===== src/rtl/reg_cmd_ctrl_if.sv =====
// ---------------------------------------------------------------------------
// reg_cmd_ctrl_if
//
// Purpose:
//   Bundles every non-clock signal of the byte command controller: the serial
//   receive byte stream, the serial transmit handshake, the register-file
//   strobes/address/data and the status flags.
//
// Signals:
//   RX_Data   [7:0]            received byte
//   RX_Valid                   one-cycle pulse qualifying RX_Data
//   TX_Data   [7:0]            byte to transmit
//   TX_Valid                   TX_Data valid, held until accepted
//   TX_Ready                   transmitter accepts when TX_Valid && TX_Ready
//   WrEn                       register-file write strobe
//   RdEn                       register-file read strobe
//   Address   [ADDR_WIDTH-1:0] register-file address
//   WrData    [15:0]           register-file write data
//   RdData    [15:0]           register-file read data, one cycle after RdEn
//   Busy                       controller not idle
//   Frame_Err                  one-cycle pulse on a dropped byte or frame
//
// Modports:
//   master - the controller (drives TX, strobes, address, data, status)
//   slave  - the surrounding serial path and register file
// ---------------------------------------------------------------------------
interface reg_cmd_ctrl_if #(
    parameter int ADDR_WIDTH = 3
);
    logic [7:0]            RX_Data;
    logic                  RX_Valid;
    logic [7:0]            TX_Data;
    logic                  TX_Valid;
    logic                  TX_Ready;
    logic                  WrEn;
    logic                  RdEn;
    logic [ADDR_WIDTH-1:0] Address;
    logic [15:0]           WrData;
    logic [15:0]           RdData;
    logic                  Busy;
    logic                  Frame_Err;

    // Controller side
    modport master (
        input  RX_Data,
        input  RX_Valid,
        input  TX_Ready,
        input  RdData,
        output TX_Data,
        output TX_Valid,
        output WrEn,
        output RdEn,
        output Address,
        output WrData,
        output Busy,
        output Frame_Err
    );

    // Serial path and register-file side
    modport slave (
        output RX_Data,
        output RX_Valid,
        output TX_Ready,
        output RdData,
        input  TX_Data,
        input  TX_Valid,
        input  WrEn,
        input  RdEn,
        input  Address,
        input  WrData,
        input  Busy,
        input  Frame_Err
    );
endinterface


===== src/rtl/reg_cmd_ctrl.sv =====
// ---------------------------------------------------------------------------
// reg_cmd_ctrl
//
// Purpose:
//   Byte-oriented command controller in front of a 16-bit, 8-entry register
//   file. Parses command frames from the serial receive path and turns them
//   into single-cycle register-file write or read strobes. Read data is
//   returned to the serial transmit path as two bytes, high byte first.
//
//   Write frame : WR_CMD, addr, data_hi, data_lo
//   Read frame  : RD_CMD, addr        -> response RdData[15:8], RdData[7:0]
//
// Parameters:
//   ADDR_WIDTH  register-file address width; upper address-byte bits must be 0
//   WR_CMD      opcode byte starting a write frame
//   RD_CMD      opcode byte starting a read frame
//
// Ports:
//   CLK  system clock, rising edge
//   RST  asynchronous, active-high reset
//   bus  reg_cmd_ctrl_if.master (RX bytes, TX handshake, register-file
//        strobes/address/data, Busy, Frame_Err)
// ---------------------------------------------------------------------------
module reg_cmd_ctrl #(
    parameter int         ADDR_WIDTH = 3,
    parameter logic [7:0] WR_CMD     = 8'hAA,
    parameter logic [7:0] RD_CMD     = 8'hBB
) (
    input  logic           CLK,
    input  logic           RST,
    reg_cmd_ctrl_if.master bus
);

    typedef enum logic [3:0] {
        IDLE,
        WR_ADDR,
        WR_DHI,
        WR_DLO,
        WR_EXEC,
        RD_ADDR,
        RD_EXEC,
        RD_WAIT,
        TX_HI,
        TX_LO
    } state_t;

    state_t state_q;
    state_t state_d;

    // Datapath registers
    logic [ADDR_WIDTH-1:0] address_q;
    logic [15:0]           wrData_q;
    logic [15:0]           held_q;
    logic                  busy_q;
    logic                  frameErr_q;

    // Decoded controls from the output process
    logic       frameErr_d;
    logic       loadAddr;
    logic       loadHi;
    logic       loadLo;
    logic       loadHeld;
    logic       wrEn;
    logic       rdEn;
    logic       txValid;
    logic [7:0] txData;

    // An address byte is legal only when the bits above the register-file
    // address width are all zero.
    logic addrOk;
    assign addrOk = (bus.RX_Data[7:ADDR_WIDTH] == '0);

    // State register. Reset abandons any frame in progress immediately.
    always_ff @(posedge CLK or posedge RST) begin
        if (RST) begin
            state_q <= IDLE;
        end else begin
            state_q <= state_d;
        end
    end

    // Next-state logic: byte-driven frame parsing, fixed single-cycle execute
    // states, and the two-byte transmit handshake.
    always_comb begin
        state_d = state_q;
        case (state_q)
            IDLE: begin
                if (bus.RX_Valid) begin
                    if (bus.RX_Data == WR_CMD) begin
                        state_d = WR_ADDR;
                    end else if (bus.RX_Data == RD_CMD) begin
                        state_d = RD_ADDR;
                    end
                end
            end
            WR_ADDR: begin
                if (bus.RX_Valid) begin
                    state_d = addrOk ? WR_DHI : IDLE;
                end
            end
            WR_DHI: begin
                if (bus.RX_Valid) begin
                    state_d = WR_DLO;
                end
            end
            WR_DLO: begin
                if (bus.RX_Valid) begin
                    state_d = WR_EXEC;
                end
            end
            WR_EXEC: state_d = IDLE;
            RD_ADDR: begin
                if (bus.RX_Valid) begin
                    state_d = addrOk ? RD_EXEC : IDLE;
                end
            end
            RD_EXEC: state_d = RD_WAIT;
            RD_WAIT: state_d = TX_HI;
            TX_HI: begin
                if (bus.TX_Ready) begin
                    state_d = TX_LO;
                end
            end
            TX_LO: begin
                if (bus.TX_Ready) begin
                    state_d = IDLE;
                end
            end
            default: state_d = IDLE;
        endcase
    end

    // Output/control decode. Strobes and TX signals come straight from the
    // state register so they are stable for the whole cycle. Bytes arriving
    // in a state that cannot consume them are flagged as errors.
    always_comb begin
        frameErr_d = 1'b0;
        loadAddr   = 1'b0;
        loadHi     = 1'b0;
        loadLo     = 1'b0;
        loadHeld   = 1'b0;
        wrEn       = 1'b0;
        rdEn       = 1'b0;
        txValid    = 1'b0;
        txData     = 8'h00;
        case (state_q)
            IDLE: begin
                frameErr_d = bus.RX_Valid &&
                             (bus.RX_Data != WR_CMD) && (bus.RX_Data != RD_CMD);
            end
            WR_ADDR, RD_ADDR: begin
                loadAddr   = bus.RX_Valid && addrOk;
                frameErr_d = bus.RX_Valid && !addrOk;
            end
            WR_DHI: loadHi = bus.RX_Valid;
            WR_DLO: loadLo = bus.RX_Valid;
            WR_EXEC: begin
                wrEn       = 1'b1;
                frameErr_d = bus.RX_Valid;
            end
            RD_EXEC: begin
                rdEn       = 1'b1;
                frameErr_d = bus.RX_Valid;
            end
            RD_WAIT: begin
                loadHeld   = 1'b1;
                frameErr_d = bus.RX_Valid;
            end
            TX_HI: begin
                txValid    = 1'b1;
                txData     = held_q[15:8];
                frameErr_d = bus.RX_Valid;
            end
            TX_LO: begin
                txValid    = 1'b1;
                txData     = held_q[7:0];
                frameErr_d = bus.RX_Valid;
            end
            default: ;
        endcase
    end

    // Datapath and status registers. Address and write data hold their value
    // until the next frame overwrites them. Busy tracks the upcoming state so
    // it lines up with the state register.
    always_ff @(posedge CLK or posedge RST) begin
        if (RST) begin
            address_q  <= '0;
            wrData_q   <= 16'h0000;
            held_q     <= 16'h0000;
            busy_q     <= 1'b0;
            frameErr_q <= 1'b0;
        end else begin
            if (loadAddr) begin
                address_q <= bus.RX_Data[ADDR_WIDTH-1:0];
            end
            if (loadHi) begin
                wrData_q[15:8] <= bus.RX_Data;
            end
            if (loadLo) begin
                wrData_q[7:0] <= bus.RX_Data;
            end
            if (loadHeld) begin
                held_q <= bus.RdData;
            end
            busy_q     <= (state_d != IDLE);
            frameErr_q <= frameErr_d;
        end
    end

    assign bus.WrEn      = wrEn;
    assign bus.RdEn      = rdEn;
    assign bus.TX_Valid  = txValid;
    assign bus.TX_Data   = txData;
    assign bus.Address   = address_q;
    assign bus.WrData    = wrData_q;
    assign bus.Busy      = busy_q;
    assign bus.Frame_Err = frameErr_q;

endmodule


===== src/flat_wrapper.sv =====
// flat-port wrapper written by rule: the top's interface ports become plain ports
module reg_cmd_ctrl_flat 
#(
    parameter int         ADDR_WIDTH = 3,
    parameter logic [7:0] WR_CMD     = 8'hAA,
    parameter logic [7:0] RD_CMD     = 8'hBB
)
  (CLK, RST, bus_RX_Data, bus_RX_Valid, bus_TX_Ready, bus_RdData, bus_TX_Data, bus_TX_Valid, bus_WrEn, bus_RdEn, bus_Address, bus_WrData, bus_Busy, bus_Frame_Err);
  reg_cmd_ctrl_if #(.ADDR_WIDTH(ADDR_WIDTH)) bus_i ();
  input  logic CLK;
  input  logic RST;
  input wire logic [$bits(bus_i.RX_Data)-1:0] bus_RX_Data;
  input wire logic [$bits(bus_i.RX_Valid)-1:0] bus_RX_Valid;
  input wire logic [$bits(bus_i.TX_Ready)-1:0] bus_TX_Ready;
  input wire logic [$bits(bus_i.RdData)-1:0] bus_RdData;
  output wire logic [$bits(bus_i.TX_Data)-1:0] bus_TX_Data;
  output wire logic [$bits(bus_i.TX_Valid)-1:0] bus_TX_Valid;
  output wire logic [$bits(bus_i.WrEn)-1:0] bus_WrEn;
  output wire logic [$bits(bus_i.RdEn)-1:0] bus_RdEn;
  output wire logic [$bits(bus_i.Address)-1:0] bus_Address;
  output wire logic [$bits(bus_i.WrData)-1:0] bus_WrData;
  output wire logic [$bits(bus_i.Busy)-1:0] bus_Busy;
  output wire logic [$bits(bus_i.Frame_Err)-1:0] bus_Frame_Err;
  assign bus_i.RX_Data = bus_RX_Data;
  assign bus_i.RX_Valid = bus_RX_Valid;
  assign bus_i.TX_Ready = bus_TX_Ready;
  assign bus_i.RdData = bus_RdData;
  assign bus_TX_Data = bus_i.TX_Data;
  assign bus_TX_Valid = bus_i.TX_Valid;
  assign bus_WrEn = bus_i.WrEn;
  assign bus_RdEn = bus_i.RdEn;
  assign bus_Address = bus_i.Address;
  assign bus_WrData = bus_i.WrData;
  assign bus_Busy = bus_i.Busy;
  assign bus_Frame_Err = bus_i.Frame_Err;
  reg_cmd_ctrl #(.ADDR_WIDTH(ADDR_WIDTH), .WR_CMD(WR_CMD), .RD_CMD(RD_CMD)) u_core (.CLK(CLK), .RST(RST), .bus(bus_i));
endmodule

===== config.mk =====
export PLATFORM = sky130hd
export DESIGN_NAME = reg_cmd_ctrl_flat
export DESIGN_NICKNAME = d
export VERILOG_FILES = /design/src/rtl/reg_cmd_ctrl_if.sv /design/src/rtl/reg_cmd_ctrl.sv /design/src/flat_wrapper.sv
export SDC_FILE = /design/constraint.sdc
export NUM_CORES = 1
export LEC_CHECK = 0
export BUFFER_PORTS_ARGS = -buffer_cell sky130_fd_sc_hd__buf_2
export CELL_PAD_IN_SITES_DETAIL_PLACEMENT = 0
export CELL_PAD_IN_SITES_GLOBAL_PLACEMENT = 1
export CORE_ASPECT_RATIO = 0.75
export CORE_MARGIN = 3
export CORE_UTILIZATION = 39
export DETAILED_ROUTE_END_ITERATION = 16
export PLACE_DENSITY = 0.77
export SLEW_MARGIN = 15
export SYNTH_ARGS = -nofsm -noshare
export SYNTH_HDL_FRONTEND = slang
export SYNTH_SLANG_ARGS = --single-unit

===== constraint.sdc =====
create_clock -name CLK -period 1.9 [get_ports CLK]
set_input_delay 0.19 -clock CLK [delete_from_list [all_inputs] [get_ports CLK]]
set_output_delay 0.19 -clock CLK [all_outputs]
set_load 0.02 [all_outputs]

# Yosys cells after proc, flatten, opt, wreduce, memory -nomap -nowiden
# Cells that the tools add are included.
dict set report totals {
  ff_bits 41
  in_bits 28
  output_inout_bits 32
  word_cells 52
}
dict set report op_classes {
  n_eq_ne 13
  muxes 21
  reduce_logical 11
}
# op count
set ops {}
lappend ops {{4-bit 2-to-1 mux} 9}
lappend ops {{4-bit one-hot mux with 9 select lines} 1}
lappend ops {{4-bit by 3-bit == test with 1-bit output (second input constant)} 4}
lappend ops {{8-bit == test (second input constant)} 2}
lappend ops {{8-bit inequality test (second input constant)} 2}
lappend ops {{8-bit one-hot mux with 2 select lines} 1}
lappend ops {{4-bit by 2-bit == test with 1-bit output (second input constant)} 2}
lappend ops {{4-bit == test (second input constant)} 2}
lappend ops {{1-bit 2-to-1 mux} 7}
lappend ops {{5-bit zero test} 1}
lappend ops {{5-bit OR reduction} 1}
lappend ops {{4-bit by 1-bit == test with 1-bit output (second input constant)} 1}
lappend ops {{1-bit logical AND} 4}
lappend ops {{4-bit zero test} 1}
lappend ops {{4-bit nonzero test} 1}
lappend ops {{2-bit OR reduction} 2}
lappend ops {{3-bit 2-to-1 mux} 1}
lappend ops {{1-bit one-hot mux with 3 select lines} 1}
lappend ops {{2-bit 2-to-1 mux} 1}
lappend ops {{1-bit zero test} 1}

# Longest topological paths before layout
# Gate-level depths: netlist (run 1).
dict set report depth {
  depth_word 6
  ltp_mapped 5
}

# Worst setup path after synthesis (run 1)
# OpenSTA, ideal clock, no wires.
dict set report synth_path {
  path_type {flip-flop to output port}
  start {reg u_core.state_q[0]}
  end {out bus_WrEn}
  t_arrival_ns 1.665
  path_slack_ns 0.045
  stages_incl_launch_ff 4
  path_buffers 2
  cell_sequence {dfrtp_1 clkbuf_1 buf_1 nor4b_1}
}
dict set report synth_between {
  elab_chain_len 2
}
# item line
set synth_lines {}
lappend synth_lines {{start: declaration} reg_cmd_ctrl.sv:47} ;# state_t state_q;
lappend synth_lines {{start signal: assignment} reg_cmd_ctrl.sv:78} ;# state_q <= state_d;
lappend synth_lines {{4-bit by 3-bit == test with 1-bit output} reg_cmd_ctrl.sv:146} ;# case (state_q)
lappend synth_lines {{1-bit 2-to-1 mux} reg_cmd_ctrl.sv:146}
lappend synth_lines {{end: declaration} flat_wrapper.sv:18} ;# output wire logic [$bits(bus_i.WrEn)-1:0] bus_WrEn;
# No other way between the ends.

# Worst setup path after layout (run 1)
dict set report layout_path {
  start {reg u_core.state_q[2]}
  end {out bus_TX_Data[1]}
}
dict set report layout_between {
  elab_chain_len 2
}
# item line
set layout_lines {}
lappend layout_lines {{4-bit == test} reg_cmd_ctrl.sv:146}
lappend layout_lines {{8-bit one-hot mux with 2 select lines *} reg_cmd_ctrl.sv:146}
lappend layout_lines {{end: declaration} flat_wrapper.sv:16} ;# output wire logic [$bits(bus_i.TX_Data)-1:0] bus_TX_Data;
# Mark *: on every way between the ends. The rest lies on a longest branch, timed or not.

==> results of run 1 <==
## worst paths after layout
| kind | start | endpoint | slack (ns) |
|---|---|---|---|
| setup / recovery | u_core.state_q[2] | bus_TX_Data[1] | 0.09 |
| hold / removal | RST | u_core.bus.WrData[0] | 0.02 |
| setup reg to reg | u_core.state_q[1] | u_core.bus.Busy | 0.10 |
| hold reg to reg | u_core.bus.WrData[15] | u_core.bus.WrData[15] | 0.50 |
| max in group asynchronous | RST | u_core.state_q[2] | 1.51 |
| min in group CLK | bus_RdData[13] | u_core.held_q[13] | 0.14 |
## Yosys cell counts, types with 2 or more instances
master     number  area share [%]
dfrtp_1        41              54
mux2_2         32              19
nor2_1         10             2.0
mux2i_1         8             4.2
o21ai_0         6             1.6
clkbuf_1        4            0.79
nand2_1         4            0.79
nor2b_1         4             1.3
buf_2           3            0.79
mux2_4          3             2.4
nand2b_1        3            0.99
nand3_1         3            0.79
a2bb2oi_1       2            0.92
and2_1          2            0.66
inv_1           2            0.40
o311ai_0        2            0.92
xnor2_1         2            0.92
## through the flow
step	area [um2]	std cells	power [mW]	hold WS (ns)	util, %
final	2370	271	1.61	0.0192	51.8
after global routing	2370	271	1.68	0.0646	51.8
after CTS	2360	271	1.63	0.0341	51.6
after detailed placement	2280	263	1.10	0.351	49.9
after global placement	2280	263	1.09	0.326	49.9
after floorplan	1890	148	1.02	0.339	-
## power groups by stage
stage	Sequential (mW)	Combinational, mW	Clock (mW)
after floorplan	0.953	0.0707	0
after global placement	0.936	0.153	0
after detailed placement	0.939	0.159	0
after CTS	0.922	0.159	0.550
after global routing	0.925	0.172	0.588
final	0.922	0.156	0.527
## layer usage
| layer | GRT usage [%] | up-vias |
|---|---|---|
| li1 | - | 655 |
| met1 | 19.4 | 685 |
| met3 | 3.74 | 8 |
| met2 | 25.3 | 36 |
| met5 | 0 | - |
| met4 | 5.06 | 0 |
## kinds of logic after synthesis
| group | after synthesis |
|---|---|
| XOR/XNOR | 2 |
| AND/OR/NAND/NOR | 38 |
| AO/OA/AOI/OAI | 14 |
| buffers and inverters | 10 |
| multiplexers | 43 |
| flip-flops | 41 |
## registers in the layout, summed over array words and instances, names as in the netlist
signal / count
u_core.state_q: 4
u_core.held_q: 16
u_core.bus.Address: 3
u_core.bus.WrData: 16
u_core.bus.Busy: 1
u_core.bus.Frame_Err: 1
## timing repair
action,in CTS,in global routing
hold buffers,0,0
gates resized for setup,0,3
endpoints found under the setup margin,0,9
endpoints found under the hold margin,0,0
## tightest hold or removal path, delay by kind of cell
kind / cells / cell delay [ns]
buffers and inverters: 3 / 0.55
## final cells by class
class                   instances  area (um2)
multi-input cells              97         833
well taps                      57        71.3
flip-flops and latches         41        1030
fillers                       409        2200
clock buffers                   8        80.1
repair buffers                 66         350
inverters                       2        7.51
==> impl_metrics.yaml, run 1 <==
layout:
  area_growth_pct: 25.1
  num-nets-final: 241
  layout_common_cells: "buf_2 (58), dfrtp_1 (40), mux2_2 (32), nor2_1 (10)"
  mostFrequentLayoutCell: "buf_2"
  layout-drive-gt1-share_pct: 52.3
  diodes: 0
worst_setup_path:
  slowest_delay_ns: 0.47
  reg2reg_depth: 4
  cp-end-kind: "output pin"
  start_kind: "flip-flop"
  slowest_stage: "dfrtp_2"
  path_max_fanout: 10
  required_ns: 1.71
  cp.depth: 6
  criticalPathCategory: "reg2out"
  arrival_ns: 1.62
  crit_family: "buffers and inverters"
  path_buf_inv: 3
  worstPathCellList: "buf_4 -> nor2_1 -> nand2_1 -> buf_4 -> nor2_1 -> buf_2"
floorplan:
  initial_core_util_pct: 41.4
  io_pins: 60
  row_count: 21
  die_y_um: 66.4
  core_um2: 4570
  dieArea_um2: 5740
  die_w_um: 86.5
place:
  port_buffers: 59
  post-place-ws_ns: 0.0373
  gp_congestion: 0.843
  dp_hpwl_um: 3190
min_path:
  hp-class: "in2async"
timing:
  tightest_slew_ns: 0.504
  rsz0062_at_grt: "no"
  slew_violations: 0
  setup_tns_ns: 0
  hold_viol_final: 0
  period_share_pct: 95.1
  setup_viol_count_final: 0
  setup_slack_ns: 0.0929
  slew_headroom_pct: 66.4
  fin_skew_ns: 0.00375
  min_period_ns: 1.81
  fmax_mhz: 553
yosys:
  synth.distinct_cells: 34
  yosysWarningCount: 0
  synth.avg_cell_area_um2: 12.8
  synth_top_family_by_area: "multiplexers"
  synth_compound_gate_area_share_pct: 5.02
  async_flop_share_pct: 100
  synthCells: 148
  synth_top_flop_cell: "dfrtp_1"
  ys_seq_elements: 41
  syn_area_um2: 1890
  synthSimpleGateAreaFrac_pct: 12.1
  syn-num-nets: 176
  synth_edf_count: 0
  synth_seq_area_share_pct: 54.2
  synth-adder-area-share_pct: 0
  synth_xor_area_share_pct: 0.925
  muxShareOfSynthArea_pct: 25.6
power_and_ir_drop:
  power_density_nw_per_um2: 678
  p_seq_share_pct: 57.4
  power_leakage_nw: 1.22
  peakVddDrop_v: 0.000371
  pwr-share-clk_pct: 32.8
  p_int_mw: 1.24
  net-switching-power_mw: 0.368
  p_comb_share_pct: 9.7
  swShare_pct: 22.9
clock_tree:
  root_buffer: "clkbuf_8"
  path_clk_slew_ns: 0.07
  numCtsBuffers: 5
  cts_setup_buffers: 0
  htree_num_levels: 2
  cts_tree: "yes"
  cts.sinks: 41
  clock_latency_ns: 0.28
  ctsLongestPathBuffers: 2
global_routing:
  grt_pass1_wl_um: 6750
  antenna_found_initial: 0
  grt_overflow_total: 0
  grt_pass1_vias: 1468
  grt.total_usage_pct: 15.2
  grt_max_degree: 42
run_status:
  status: "completed"
drt:
  drt-initial-drc-count: 95
  vias: 1384
  vias_per_cell: 5.11
  wl_met1_um: 1930
  route.met2.wl_um: 2050
  ant_nets: 0
  dr.pass1.iters: 4
  drc: 0
  wl_met3_um: 165
  routed_wl_um: 4200
  top_layer: "met4"
  wl_per_cell_um: 15.5
job:
  cap_violations: 0
No activity file was read; power rests on OpenSTA's default activity.
==> run 2: changes to the inputs <==
- CORE_UTILIZATION: 39 -> 30
- PLACE_DENSITY: 0.77 -> 0.62
==> run 2 against run 1 <==
Utilization fell by 11 points; sequential cell count did not move; count of clock-buffer cells in the layout is the same; critical path type is now reg2reg.
==> impl_metrics.yaml, run 2 (synthesis gave the netlist of run 1 again) <==
layout:
  regArea_um2: 1030
  diodes: 0
  num-nets-final: 243
  fillers: 601
  layout_common_cells: "buf_2 (58), dfrtp_1 (39), mux2_2 (32), buf_4 (10)"
  mostFrequentLayoutCell: "buf_2"
  finalNonFillerCells: 294
  layout-drive-gt1-share_pct: 53.7
  area_growth_pct: 27.3
  multi_input_comb_area_um2: 832
clock_tree:
  cts_tree: "yes"
  root_buffer: "clkbuf_8"
  cts.sinks: 41
  ctsLongestPathBuffers: 2
  path_clk_slew_ns: 0.07
  clock_latency_ns: 0.29
  numCtsBuffers: 5
  htree_num_levels: 2
min_path:
  hp-class: "in2async"
drt:
  routed_wl_um: 4250
  vias: 1377
  wl_met3_um: 116
  vias_per_cell: 4.68
  drt-initial-drc-count: 54
  wl_met1_um: 2100
  top_layer: "met4"
  wl_per_cell_um: 14.4
  drc: 0
  ant_nets: 0
  route.met2.wl_um: 2000
  dr.pass1.iters: 4
timing:
  rsz0062_at_grt: "no"
  slew_headroom_pct: 64.7
  tightest_slew_ns: 0.530
  period_share_pct: 94.2
  min_period_ns: 1.79
  fin_skew_ns: 0.00381
  fmax_mhz: 559
  hold_viol_final: 0
  setup_viol_count_final: 0
  slew_violations: 0
  setup_tns_ns: 0
power_and_ir_drop:
  p_int_mw: 1.24
  power_density_nw_per_um2: 672
  pwr-share-clk_pct: 33.6
  peakVddDrop_v: 0.000376
  p_seq_share_pct: 56.8
  swShare_pct: 23.6
  power_leakage_nw: 1.23
  p_comb_share_pct: 9.7
  net-switching-power_mw: 0.383
worst_setup_path:
  slowest_stage: "or4b_1"
  criticalPathCategory: "reg2reg"
  arrival_ns: 1.94
  cp-end-kind: "flip-flop"
  startpoint: "u_core.state_q[3]"
  rr_startpoint: "u_core.state_q[3]"
  start_kind: "flip-flop"
  path_max_fanout: 8
  reg2reg_depth: 4
  slowest_delay_ns: 0.53
  rrSetupSlack_ns: 0.11
  required_ns: 2.05
  worstPathCellList: "or3b_2 -> nor4_1 -> a221o_1 -> or4b_1"
run_status:
  status: "completed"
floorplan:
  die_w_um: 97.8
  row_count: 24
  core_um2: 5950
  dieArea_um2: 7310
  initial_core_util_pct: 31.9
  die_y_um: 74.8
  io_pins: 60
place:
  dp_hpwl_um: 3150
  placed_cells: 286
  port_buffers: 59
  gp_congestion: 0.795
global_routing:
  grt_max_degree: 42
  grt_pass1_vias: 1371
  grt.total_usage_pct: 11.8
  grt_overflow_total: 0
  grt_pass1_wl_um: 6830
  antenna_found_initial: 0
job:
  cap_violations: 0
## run 2: cell type report
| class | instances | share of cell area, % |
|---|---|---|
| Inverter | 2 | 0.311 |
| Tap cell | 78 | 4.05 |
| Clock buffer | 8 | 3.32 |
| Timing Repair Buffer | 68 | 15.2 |
| Multi-Input combinational cell | 97 | 34.5 |
| Sequential cell | 41 | 42.7 |
## run 2: final timing paths
check	to
max	u_core.bus.Busy
max in group asynchronous	u_core.state_q[2]
min	u_core.bus.WrData[14]
min reg2reg	u_core.bus.WrData[15]
max reg2reg	u_core.bus.Busy
min in group CLK	u_core.held_q[2]
## run 2: worst max-delay path: cells and delay by family (launching register included)
family             cells  cell delay, ns
AOI/OAI and AO/OA      1            0.38
DFF                    1            0.51
and+or+nand+nor        3            0.78
## run 2: stage by stage
stage | util [%] | setup WS [ns] | power (mW) | area (um2) | hold WS (ns)
floorplan | - | 0.0450 | 1.02 | 1890 | 0.339
global placement | 39.0 | 0.0624 | 1.10 | 2320 | 0.350
detailed placement | 39.0 | 0.0460 | 1.10 | 2320 | 0.352
CTS | 40.4 | 0.0456 | 1.64 | 2400 | 0.0425
global route | 40.6 | 0.0263 | 1.70 | 2410 | 0.0738
finish | 40.6 | 0.111 | 1.62 | 2410 | 0.0149
## run 2: power groups by stage
stage,registers [mW],logic [mW],clock network (mW)
2_1_floorplan,0.953,0.0707,0
3_3_place_gp,0.938,0.159,0
3_5_place_dp,0.938,0.160,0
4_1_cts,0.920,0.160,0.563
5_1_grt,0.924,0.174,0.605
6_report,0.920,0.157,0.544
## run 2: what timing repair did
item	CTS	global route
gates resized for setup	0	5
hold buffers	0	0
endpoints found under the setup margin	0	5
buffers inserted	0	0
## run 2: routing by layer
layer	global-route usage, %	vias up
li1	-	663
met1	17.1	688
met2	17.8	22
met3	2.69	4
met4	3.69	0
met5	0	-
